### config.mk
export PLATFORM = sky130hd
export DESIGN_NAME = rv32_mem_arbiter_flat
export DESIGN_NICKNAME = d
export VERILOG_FILES = /design/src/rtl/rv32_mem_pkg.sv /design/src/rtl/rv32_mem_arbiter_if.sv /design/src/rtl/rv32_mem_arbiter.sv /design/src/flat_wrapper.sv
export SDC_FILE = /design/constraint.sdc
export NUM_CORES = 1
export LEC_CHECK = 0
export BUFFER_PORTS_ARGS = -buffer_cell sky130_fd_sc_hd__buf_2
export CAP_MARGIN = 10
export CORE_MARGIN = 5
export CORE_UTILIZATION = 35
export CTS_BUF_LIST = sky130_fd_sc_hd__clkbuf_2 sky130_fd_sc_hd__clkbuf_4 sky130_fd_sc_hd__clkbuf_8
export DETAILED_ROUTE_END_ITERATION = 7
export PLACE_DENSITY = 0.69
export SKIP_LAST_GASP = 1
export SLEW_MARGIN = 0
export SYNTH_ARGS = -nofsm -noshare
export SYNTH_HDL_FRONTEND = slang
export SYNTH_SLANG_ARGS = --single-unit
### constraint.sdc
create_clock -name clk_i -period 2.9 [get_ports clk_i]
set_clock_uncertainty 0.2 [all_clocks]
set_input_delay 0.29 -clock clk_i [delete_from_list [all_inputs] [get_ports clk_i]]
set_output_delay 0.29 -clock clk_i [all_outputs]
set_load 0.01 [all_outputs]
### src/rtl/rv32_mem_pkg.sv
// Shared types and constants for the RV32I unified-memory arbiter.
package rv32_mem_pkg;
    localparam int              BE_W    = 4;
    localparam logic [BE_W-1:0] BE_FULL = 4'hF;

    typedef enum logic [1:0] {
        ST_IDLE,
        ST_BUSY_I,
        ST_BUSY_D
    } arb_state_e;
endpackage

### src/rtl/rv32_mem_arbiter_if.sv
// Fetch, data and memory-port signal bundle; master is the arbiter, slave is its environment.
interface rv32_mem_arbiter_if
    import rv32_mem_pkg::*;
#(
    parameter int XLEN = 32
);
    logic            if_req;
    logic [XLEN-1:0] if_addr;
    logic [XLEN-1:0] if_rdata;
    logic            if_valid;
    logic            if_stall;

    logic            dm_req;
    logic            dm_we;
    logic [BE_W-1:0] dm_be;
    logic [XLEN-1:0] dm_addr;
    logic [XLEN-1:0] dm_wdata;
    logic [XLEN-1:0] dm_rdata;
    logic            dm_valid;
    logic            dm_stall;

    logic            mem_req;
    logic            mem_we;
    logic [BE_W-1:0] mem_be;
    logic [XLEN-1:0] mem_addr;
    logic [XLEN-1:0] mem_wdata;
    logic [XLEN-1:0] mem_rdata;
    logic            mem_ack;

    modport master (
        input  if_req, if_addr,
        input  dm_req, dm_we, dm_be, dm_addr, dm_wdata,
        input  mem_rdata, mem_ack,
        output if_rdata, if_valid, if_stall,
        output dm_rdata, dm_valid, dm_stall,
        output mem_req, mem_we, mem_be, mem_addr, mem_wdata
    );

    modport slave (
        output if_req, if_addr,
        output dm_req, dm_we, dm_be, dm_addr, dm_wdata,
        output mem_rdata, mem_ack,
        input  if_rdata, if_valid, if_stall,
        input  dm_rdata, dm_valid, dm_stall,
        input  mem_req, mem_we, mem_be, mem_addr, mem_wdata
    );
endinterface

### src/rtl/rv32_mem_arbiter.sv
// Shares one memory port between fetch and load/store; data has priority, with a
// bounded data-burst counter that forces a pending fetch through.
//
// state     | meaning
// ST_IDLE   | no transaction; arbitrate, ignoring a port whose valid is pulsing
// ST_BUSY_I | fetch latched onto mem_*, waiting for mem_ack
// ST_BUSY_D | load/store latched onto mem_*, waiting for mem_ack
module rv32_mem_arbiter
    import rv32_mem_pkg::*;
#(
    parameter int XLEN        = 32,
    parameter int MAX_D_BURST = 4
) (
    input  logic                clk_i,
    input  logic                rst_ni,
    rv32_mem_arbiter_if.master  bus
);
    localparam int             CNT_W     = $clog2(MAX_D_BURST + 1);
    localparam logic [CNT_W-1:0] BURST_MAX = CNT_W'(MAX_D_BURST);

    arb_state_e      state_q, state_d;
    logic [CNT_W-1:0] burst_q, burst_d;
    logic            mem_req_q, mem_req_d;
    logic            mem_we_q, mem_we_d;
    logic [BE_W-1:0] mem_be_q, mem_be_d;
    logic [XLEN-1:0] mem_addr_q, mem_addr_d;
    logic [XLEN-1:0] mem_wdata_q, mem_wdata_d;
    logic [XLEN-1:0] if_rdata_q, if_rdata_d;
    logic [XLEN-1:0] dm_rdata_q, dm_rdata_d;
    logic            if_valid_q, if_valid_d;
    logic            dm_valid_q, dm_valid_d;

    logic if_ok, dm_ok, fetch_first;

    // A port whose completion is pulsing this cycle is still holding its old request.
    assign if_ok       = bus.if_req && !if_valid_q;
    assign dm_ok       = bus.dm_req && !dm_valid_q;
    assign fetch_first = if_ok && (!dm_ok || (burst_q == BURST_MAX));

    always_ff @(posedge clk_i or negedge rst_ni) begin
        if (!rst_ni) begin
            state_q     <= ST_IDLE;
            burst_q     <= '0;
            mem_req_q   <= 1'b0;
            mem_we_q    <= 1'b0;
            mem_be_q    <= '0;
            mem_addr_q  <= '0;
            mem_wdata_q <= '0;
            if_rdata_q  <= '0;
            dm_rdata_q  <= '0;
            if_valid_q  <= 1'b0;
            dm_valid_q  <= 1'b0;
        end else begin
            state_q     <= state_d;
            burst_q     <= burst_d;
            mem_req_q   <= mem_req_d;
            mem_we_q    <= mem_we_d;
            mem_be_q    <= mem_be_d;
            mem_addr_q  <= mem_addr_d;
            mem_wdata_q <= mem_wdata_d;
            if_rdata_q  <= if_rdata_d;
            dm_rdata_q  <= dm_rdata_d;
            if_valid_q  <= if_valid_d;
            dm_valid_q  <= dm_valid_d;
        end
    end

    always_comb begin
        state_d     = state_q;
        burst_d     = burst_q;
        mem_req_d   = mem_req_q;
        mem_we_d    = mem_we_q;
        mem_be_d    = mem_be_q;
        mem_addr_d  = mem_addr_q;
        mem_wdata_d = mem_wdata_q;
        if_rdata_d  = if_rdata_q;
        dm_rdata_d  = dm_rdata_q;
        if_valid_d  = 1'b0;
        dm_valid_d  = 1'b0;

        case (state_q)
            ST_IDLE: begin
                if (fetch_first) begin
                    state_d    = ST_BUSY_I;
                    mem_req_d  = 1'b1;
                    mem_we_d   = 1'b0;
                    mem_be_d   = BE_FULL;
                    mem_addr_d = bus.if_addr;
                    burst_d    = '0;
                end else if (dm_ok) begin
                    state_d     = ST_BUSY_D;
                    mem_req_d   = 1'b1;
                    mem_we_d    = bus.dm_we;
                    mem_be_d    = bus.dm_we ? bus.dm_be : BE_FULL;
                    mem_addr_d  = bus.dm_addr;
                    mem_wdata_d = bus.dm_wdata;
                    if (!bus.if_req)
                        burst_d = '0;
                    else if (burst_q != BURST_MAX)
                        burst_d = burst_q + CNT_W'(1);
                end
            end
            ST_BUSY_I: begin
                if (bus.mem_ack) begin
                    if_rdata_d = bus.mem_rdata;
                    if_valid_d = 1'b1;
                    mem_req_d  = 1'b0;
                    state_d    = ST_IDLE;
                end
            end
            ST_BUSY_D: begin
                if (bus.mem_ack) begin
                    if (!mem_we_q)
                        dm_rdata_d = bus.mem_rdata;
                    dm_valid_d = 1'b1;
                    mem_req_d  = 1'b0;
                    state_d    = ST_IDLE;
                end
            end
            default: state_d = ST_IDLE;
        endcase
    end

    assign bus.mem_req   = mem_req_q;
    assign bus.mem_we    = mem_we_q;
    assign bus.mem_be    = mem_be_q;
    assign bus.mem_addr  = mem_addr_q;
    assign bus.mem_wdata = mem_wdata_q;
    assign bus.if_rdata  = if_rdata_q;
    assign bus.if_valid  = if_valid_q;
    assign bus.if_stall  = bus.if_req && !if_valid_q;
    assign bus.dm_rdata  = dm_rdata_q;
    assign bus.dm_valid  = dm_valid_q;
    assign bus.dm_stall  = bus.dm_req && !dm_valid_q;
endmodule

### src/flat_wrapper.sv
// flat-port wrapper written by rule: the top's interface ports become plain ports
module rv32_mem_arbiter_flat import rv32_mem_pkg::*;
#(
    parameter int XLEN        = 32,
    parameter int MAX_D_BURST = 4
)
  (clk_i, rst_ni, bus_if_req, bus_if_addr, bus_dm_req, bus_dm_we, bus_dm_be, bus_dm_addr, bus_dm_wdata, bus_mem_rdata, bus_mem_ack, bus_if_rdata, bus_if_valid, bus_if_stall, bus_dm_rdata, bus_dm_valid, bus_dm_stall, bus_mem_req, bus_mem_we, bus_mem_be, bus_mem_addr, bus_mem_wdata);
  rv32_mem_arbiter_if #(.XLEN(XLEN)) bus_i ();
  input  logic clk_i;
  input  logic rst_ni;
  input wire logic [$bits(bus_i.if_req)-1:0] bus_if_req;
  input wire logic [$bits(bus_i.if_addr)-1:0] bus_if_addr;
  input wire logic [$bits(bus_i.dm_req)-1:0] bus_dm_req;
  input wire logic [$bits(bus_i.dm_we)-1:0] bus_dm_we;
  input wire logic [$bits(bus_i.dm_be)-1:0] bus_dm_be;
  input wire logic [$bits(bus_i.dm_addr)-1:0] bus_dm_addr;
  input wire logic [$bits(bus_i.dm_wdata)-1:0] bus_dm_wdata;
  input wire logic [$bits(bus_i.mem_rdata)-1:0] bus_mem_rdata;
  input wire logic [$bits(bus_i.mem_ack)-1:0] bus_mem_ack;
  output wire logic [$bits(bus_i.if_rdata)-1:0] bus_if_rdata;
  output wire logic [$bits(bus_i.if_valid)-1:0] bus_if_valid;
  output wire logic [$bits(bus_i.if_stall)-1:0] bus_if_stall;
  output wire logic [$bits(bus_i.dm_rdata)-1:0] bus_dm_rdata;
  output wire logic [$bits(bus_i.dm_valid)-1:0] bus_dm_valid;
  output wire logic [$bits(bus_i.dm_stall)-1:0] bus_dm_stall;
  output wire logic [$bits(bus_i.mem_req)-1:0] bus_mem_req;
  output wire logic [$bits(bus_i.mem_we)-1:0] bus_mem_we;
  output wire logic [$bits(bus_i.mem_be)-1:0] bus_mem_be;
  output wire logic [$bits(bus_i.mem_addr)-1:0] bus_mem_addr;
  output wire logic [$bits(bus_i.mem_wdata)-1:0] bus_mem_wdata;
  assign bus_i.if_req = bus_if_req;
  assign bus_i.if_addr = bus_if_addr;
  assign bus_i.dm_req = bus_dm_req;
  assign bus_i.dm_we = bus_dm_we;
  assign bus_i.dm_be = bus_dm_be;
  assign bus_i.dm_addr = bus_dm_addr;
  assign bus_i.dm_wdata = bus_dm_wdata;
  assign bus_i.mem_rdata = bus_mem_rdata;
  assign bus_i.mem_ack = bus_mem_ack;
  assign bus_if_rdata = bus_i.if_rdata;
  assign bus_if_valid = bus_i.if_valid;
  assign bus_if_stall = bus_i.if_stall;
  assign bus_dm_rdata = bus_i.dm_rdata;
  assign bus_dm_valid = bus_i.dm_valid;
  assign bus_dm_stall = bus_i.dm_stall;
  assign bus_mem_req = bus_i.mem_req;
  assign bus_mem_we = bus_i.mem_we;
  assign bus_mem_be = bus_i.mem_be;
  assign bus_mem_addr = bus_i.mem_addr;
  assign bus_mem_wdata = bus_i.mem_wdata;
  rv32_mem_arbiter #(.XLEN(XLEN), .MAX_D_BURST(MAX_D_BURST)) u_core (.clk_i(clk_i), .rst_ni(rst_ni), .bus(bus_i));
endmodule
======== Word-level counts from Yosys, hierarchy flattened ========
Index checks and enable logic that the tools add are counted.
W data, S select, Z words.
cells by class
  reduce and logical (&&, ||, !) cells .... 18
  muxes and demuxes ....................... 22
  add/subtract/negate cells ............... 1
  eq/ne operators ......................... 7
  bitwise operators ....................... 2
operator list
  operator               number
  $mux W32               2
  $mux W3                4
  $mux W4                3
  $reduce_and A3 Y1      4
  $mux W1                8
  $mux W2                3
  $ne A3 B1 Y1 const B   2
  $reduce_and A2 Y1      3
  $pmux W2 S2            1
  $reduce_bool A2 Y1     2
  $add A3 B1 Y3 const B  1
  $eq A3 B3 Y1 const B   1
  $logic_and A1 B1 Y1    3
  $logic_not A1 Y1       3
  $ne A3 B3 Y1 const B   1
  $eq A2 B1 Y1 const B   1
  $eq A2 B2 Y1 const B   1
  $logic_not A2 Y1       1
  $ne A2 B1 Y1 const B   1
  $not A1 Y1             2
  $pmux W1 S2            1
  $reduce_or A2 Y1       1
  $logic_or A1 B1 Y1     1
word-level totals
  register bits after elaboration ......... 141
  input bits .............................. 138
  output and inout bits ................... 138

======== Logic depth before layout (Yosys ltp) ========
  depth after elaboration ................. 7
  gate-level depth with buffers ........... 8

======== Worst setup path before layout ========
Ideal clock, no wire load.
  path type ............................... register to register
  start ................................... register u_core.state_q[0]
  end ..................................... register u_core.dm_rdata_q[10], in the netlist u_core.bus.dm_rdata[10]
  period minus slack after synthesis ...... 1761 ps
  setup slack ............................. 1139 ps
  cell stages (with the launch flop) ...... 8
  arrival ................................. 1436 ps
  setup time .............................. 125 ps
  buffers on the path ..................... 2
  path through ............................ dfrtp_1 -> inv_1 -> ha_1 -> and2_1 -> nand2b_1 -> clkbuf_2 -> buf_6 -> mux2_2
between the ends
  longest elaborated chain between the ends .. 2
ends and longest elaborated chain
  what                                RTL line                source
  start, declared                     rv32_mem_arbiter.sv:21  arb_state_e state_q, state_d;
  start signal, assigned              rv32_mem_arbiter.sv:54  state_q <= state_d;
  $eq A2 B2 Y1                        rv32_mem_arbiter.sv:81  case (state_q)
  $reduce_and A3 Y1 (no source line)  -
  end signal, assigned                rv32_mem_arbiter.sv:62  dm_rdata_q <= dm_rdata_d;
  end, declared                       rv32_mem_arbiter.sv:29  logic [XLEN-1:0] dm_rdata_q, dm_rdata_d;
No other way between the ends.
A chain may end at the register's enable or synchronous reset.

======== Worst setup path after layout ========
  start ................................... register u_core.burst_q[0]
  end ..................................... register u_core.mem_addr_q[15], in the netlist u_core.bus.mem_addr[15]
between the ends
  longest elaborated chain between the ends .. 5
  elaborated cells on any way between the ends .. 6
  classes of those cells .................. eq/ne (1); mux (1); reduce/logical (4)
ends and longest elaborated chain
  what                                 RTL line                source
  start, declared                      rv32_mem_arbiter.sv:22  logic [CNT_W-1:0] burst_q, burst_d;
  start signal, assigned               rv32_mem_arbiter.sv:55  burst_q <= burst_d;
  $eq A3 B3 Y1 (*)                     rv32_mem_arbiter.sv:38  assign fetch_first = if_ok && (!dm_ok || (burst_q == BURST_MAX));
  $logic_or A1 B1 Y1 (*)               rv32_mem_arbiter.sv:38
  $logic_and A1 B1 Y1 (*)              rv32_mem_arbiter.sv:38
  $reduce_bool A2 Y1 (no source line)  -
  $reduce_and A2 Y1 (no source line)   -
  end signal, assigned                 rv32_mem_arbiter.sv:59  mem_addr_q <= mem_addr_d;
  end, declared                        rv32_mem_arbiter.sv:26  logic [XLEN-1:0] mem_addr_q, mem_addr_d;
Mark *: on every way between the ends. The rest lies on a longest branch, timed or not.

==> flow_metrics.tcl <==
set metrics [dict create \
    via_per_inst 4.51 \
    synthAdderAreaFrac_pct 1.29 \
    ctsRootBufferMaster "clkbuf_8" \
    syn_area_um2 5830 \
    timing.rr.end "u_core.bus.mem_addr[15]" \
    holdPathStages 3 \
    rsz0062_at_grt "no" \
    dp_hpwl_mm 10.8 \
    cts_sinks 141 \
    cp-end-kind "flip-flop" \
    reg2regPathDepth 8 \
    critical_path.top_delay_family "buffers and inverters" \
    ys_warn_count 0 \
    r2r_slack_ns 0.41 \
    die_area_um2 19300 \
    grt_pass1_vias 5252 \
    p_per_area_nw_per_um2 979 \
    path_class "flip-flop to flip-flop" \
    htree_levels 4 \
    internal_power_w 0.00584 \
    syn-num-nets 557 \
    synth_top_area_share_pct 60.5 \
    synth_top_family_by_area "multiplexers" \
    p_sw_share_pct 34.8 \
    num-nets-final 970 \
    synth_edf_count 0 \
    final-hold-violation-count 0 \
    wirelength_mm 16.5 \
    diodes 0 \
    cp-startpoint "u_core.burst_q[0]" \
    synth_simple_gate_area_share_pct 4.42 \
    grt_pass1_wl_mm 27.1 \
    fin_crit_ns 2.49 \
    min_to "u_core.burst_q[1]" \
    synth_seq_cells 141 \
    synthXorXnorAreaFrac_pct 0 \
    synth.most_common_cell "dfrtp_1" \
    track_usage_pct 17.3 \
    crit_path_cell_trace "inv_1, ha_1, nand2_2, a21oi_4, buf_12, mux2i_1, dlygate4sd3_1, o21ai_1" \
    clkPwrFrac_pct 19.0 \
    drv_slew 0 \
    num_vias 4775 \
    grt-ovfl-total 0 \
    clock_latency_ns 0.43 \
    multi_input_area_um2 2060 \
    max-cap-violations 0 \
    cp_max_fo 34 \
    max-clock-path-buffers 2 \
    final_core_util_pct 55.6 \
    synth_compound_area_share_pct 5.30 \
    leakagePower_nw 4.48 \
    slowest_delay_ns 0.60 \
    tns_ns 0 \
    grt_max_degree 70 \
    drt_pass1_iterations 4 \
    synth_flop_cell "dfrtp_1" \
    wl_per_cell_um 15.6 \
    report.final.setup_viol 0 \
    slew_headroom_pct 30.7 \
    crit-reg2reg-launch "u_core.burst_q[0]" \
    cts_tree "yes" \
    fin_ws_ns 0.406 \
    synth_area_leaders "dfrtp_1 (61%), mux2_2 (18%), mux2i_1 (5.5%)" \
    status "finished clean" \
    syn_inst 413 \
    ant_nets 0 \
    initial_core_util_pct 35.4 \
    fillers 1372 \
    dp_slack_ns 0.561 \
    num_io_pins 276 \
    synth_area_leader_cell "dfrtp_1" \
    place_congestion 0.775 \
    antenna_found_initial 0 \
    cp-start-kind "flip-flop" \
    p_comb_share_pct 42.7 \
    seq_area_frac_synth_pct 60.5 \
    critPathBufInv 3 \
    postCtsSetupRepairBufs 0 \
    die_h_um 139 \
    synthTopCellsByCount "dfrtp_1 (141), mux2_2 (94), nand2_1 (36)" \
    postSynthAreaPerCell_um2 14.1 \
    num_rows 47 \
    post-route-drc-count 0 \
    yosysUniqueCellTypes 36 \
    clock.fmax_mhz 401 \
    die_w_um 139 \
    cpMaxStageDelayCell "dlygate4sd3_1" \
    ir_worst_vdd_uv 462 \
    synthMuxAreaShare_pct 24.2 \
    layout-drive-gt1-share_pct 49.6 \
    numCtsBuffers 17 \
    min_from "bus_if_req" \
    hold_path_class "input pin to flip-flop" \
    seqPwrFrac_pct 38.3 \
    area_growth_pct 57.2 \
    core_um2 16500 \
    timing.final.crit_share_pct 86.0 \
    switchingPower_w 0.00313 \
    async_reset_ff_share_pct 100 \
    numPortBuffers 275 \
    worst_pin_slew_ns 1.04 \
    crit_required_ns 2.97 \
    critPathArrivalTime_ns 2.57 \
    seq_area_um2 3530 \
    clk_pin_slew_ns 0.08 \
    drtIter0Drc 84 \
]
==> how the worst max path moves through the flow <==
stage / to / slack, ns / cells past startpoint
after floorplan: u_core.bus.dm_rdata[10] / 1.14 / 7
after global placement: u_core.bus.mem_wdata[15] / 0.59 / 5
after detailed placement: u_core.bus.mem_wdata[26] / 0.56 / 5
after CTS: u_core.bus.mem_addr[3] / 0.42 / 8
after global routing: u_core.bus.mem_addr[15] / 0.30 / 8
final: u_core.bus.mem_addr[15] / 0.41 / 8
==> per-layer routing <==
metal  wire [um]  up-vias  track usage (%)
met5           0        -                0
li1            -     2265                -
met2        8330      182             29.8
met3        1300       26             6.86
met1        6490     2302             19.5
met4         337        0             5.97
==> power groups by stage <==
stage / Clock [W] / Sequential, W / Combinational [W]
final: 0.00171 / 0.00344 / 0.00383
after CTS: 0.00179 / 0.00343 / 0.00387
after global routing: 0.00186 / 0.00356 / 0.00419
after global placement: 0 / 0.00342 / 0.00358
after detailed placement: 0 / 0.00346 / 0.00365
after floorplan: 0 / 0.00391 / 0.00173
==> area by class of cell <==
class                      count  area share [%]
clock inverter                10            1.82
multi-input combinational    241            22.5
tap                          220            3.01
timing repair buffer         417            30.9
sequential                   141            38.5
clock buffer                  21            2.88
inverter                       8           0.328
==> cell families (layout without fill, tap and decap cells) <==
logic type / after synthesis / after routing
AO/OA/AOI/OAI: 50 / 50
adder cells (fa/ha/maj): 6 / 6
buffers and inverters: 31 / 456
flip-flops: 141 / 141
multiplexers: 129 / 129
AND/OR/NAND/NOR: 56 / 56
==> layout by cell type, fill, tap and decap left out, types with 2 or more instances in the layout <==
| cell type | count |
|---|---|
| a211o_1 | 2 |
| a21oi_1 | 5 |
| buf_12 | 4 |
| buf_2 | 274 |
| buf_4 | 4 |
| bufinv_16 | 4 |
| clkbuf_4 | 4 |
| clkbuf_8 | 17 |
| clkinv_4 | 3 |
| clkinvlp_4 | 2 |
| dfrtp_1 | 141 |
| dlygate4sd3_1 | 134 |
| ha_1 | 6 |
| inv_1 | 7 |
| mux2_1 | 3 |
| mux2_2 | 94 |
| mux2i_1 | 32 |
| nand2_1 | 36 |
| nor2_1 | 10 |
| o21ai_0 | 6 |
| o21ai_1 | 28 |
| o2bb2ai_1 | 2 |
==> metrics by stage <==
| step | power (W) | hold slack (ns) | cell area [um^2] | instances |
|---|---|---|---|---|
| after detailed placement | 0.00711 | 0.131 | 7390 | 893 |
| after floorplan | 0.00564 | -0.206 | 5830 | 413 |
| final | 0.00897 | 0.0458 | 9160 | 1058 |
| after global placement | 0.00700 | 0.135 | 7390 | 893 |
| after global routing | 0.00961 | 0.0396 | 9160 | 1058 |
| after CTS | 0.00908 | 0.00507 | 9160 | 1058 |
==> registers in the layout, summed over array words and instances, names as in the netlist <==
name / cells
u_core.bus.mem_wdata: 32
u_core.bus.mem_req: 1
u_core.bus.mem_addr: 32
u_core.bus.dm_rdata: 32
u_core.bus.dm_valid: 1
u_core.bus.if_rdata: 32
u_core.bus.if_valid: 1
u_core.state_q: 2
u_core.burst_q: 3
u_core.bus.mem_be: 4
u_core.bus.mem_we: 1
==> worst reg2reg max path: cells and delay by family, from the launching register on <==
| family | cells | cell delay (ns) |
|---|---|---|
| mux | 1 | 0.23 |
| fa+ha+maj | 1 | 0.16 |
| simple gates | 1 | 0.10 |
| compound gates | 2 | 0.29 |
| buf+inv | 3 | 0.94 |
| flops | 1 | 0.42 |
==> repair_timing <==
| item | 4_1_cts | 5_1_grt |
|---|---|---|
| gates resized for setup | 0 | 0 |
| endpoints found under the hold margin | 199 | 0 |
| hold buffers | 134 | 0 |
No activity file was read; power rests on OpenSTA's default activity.
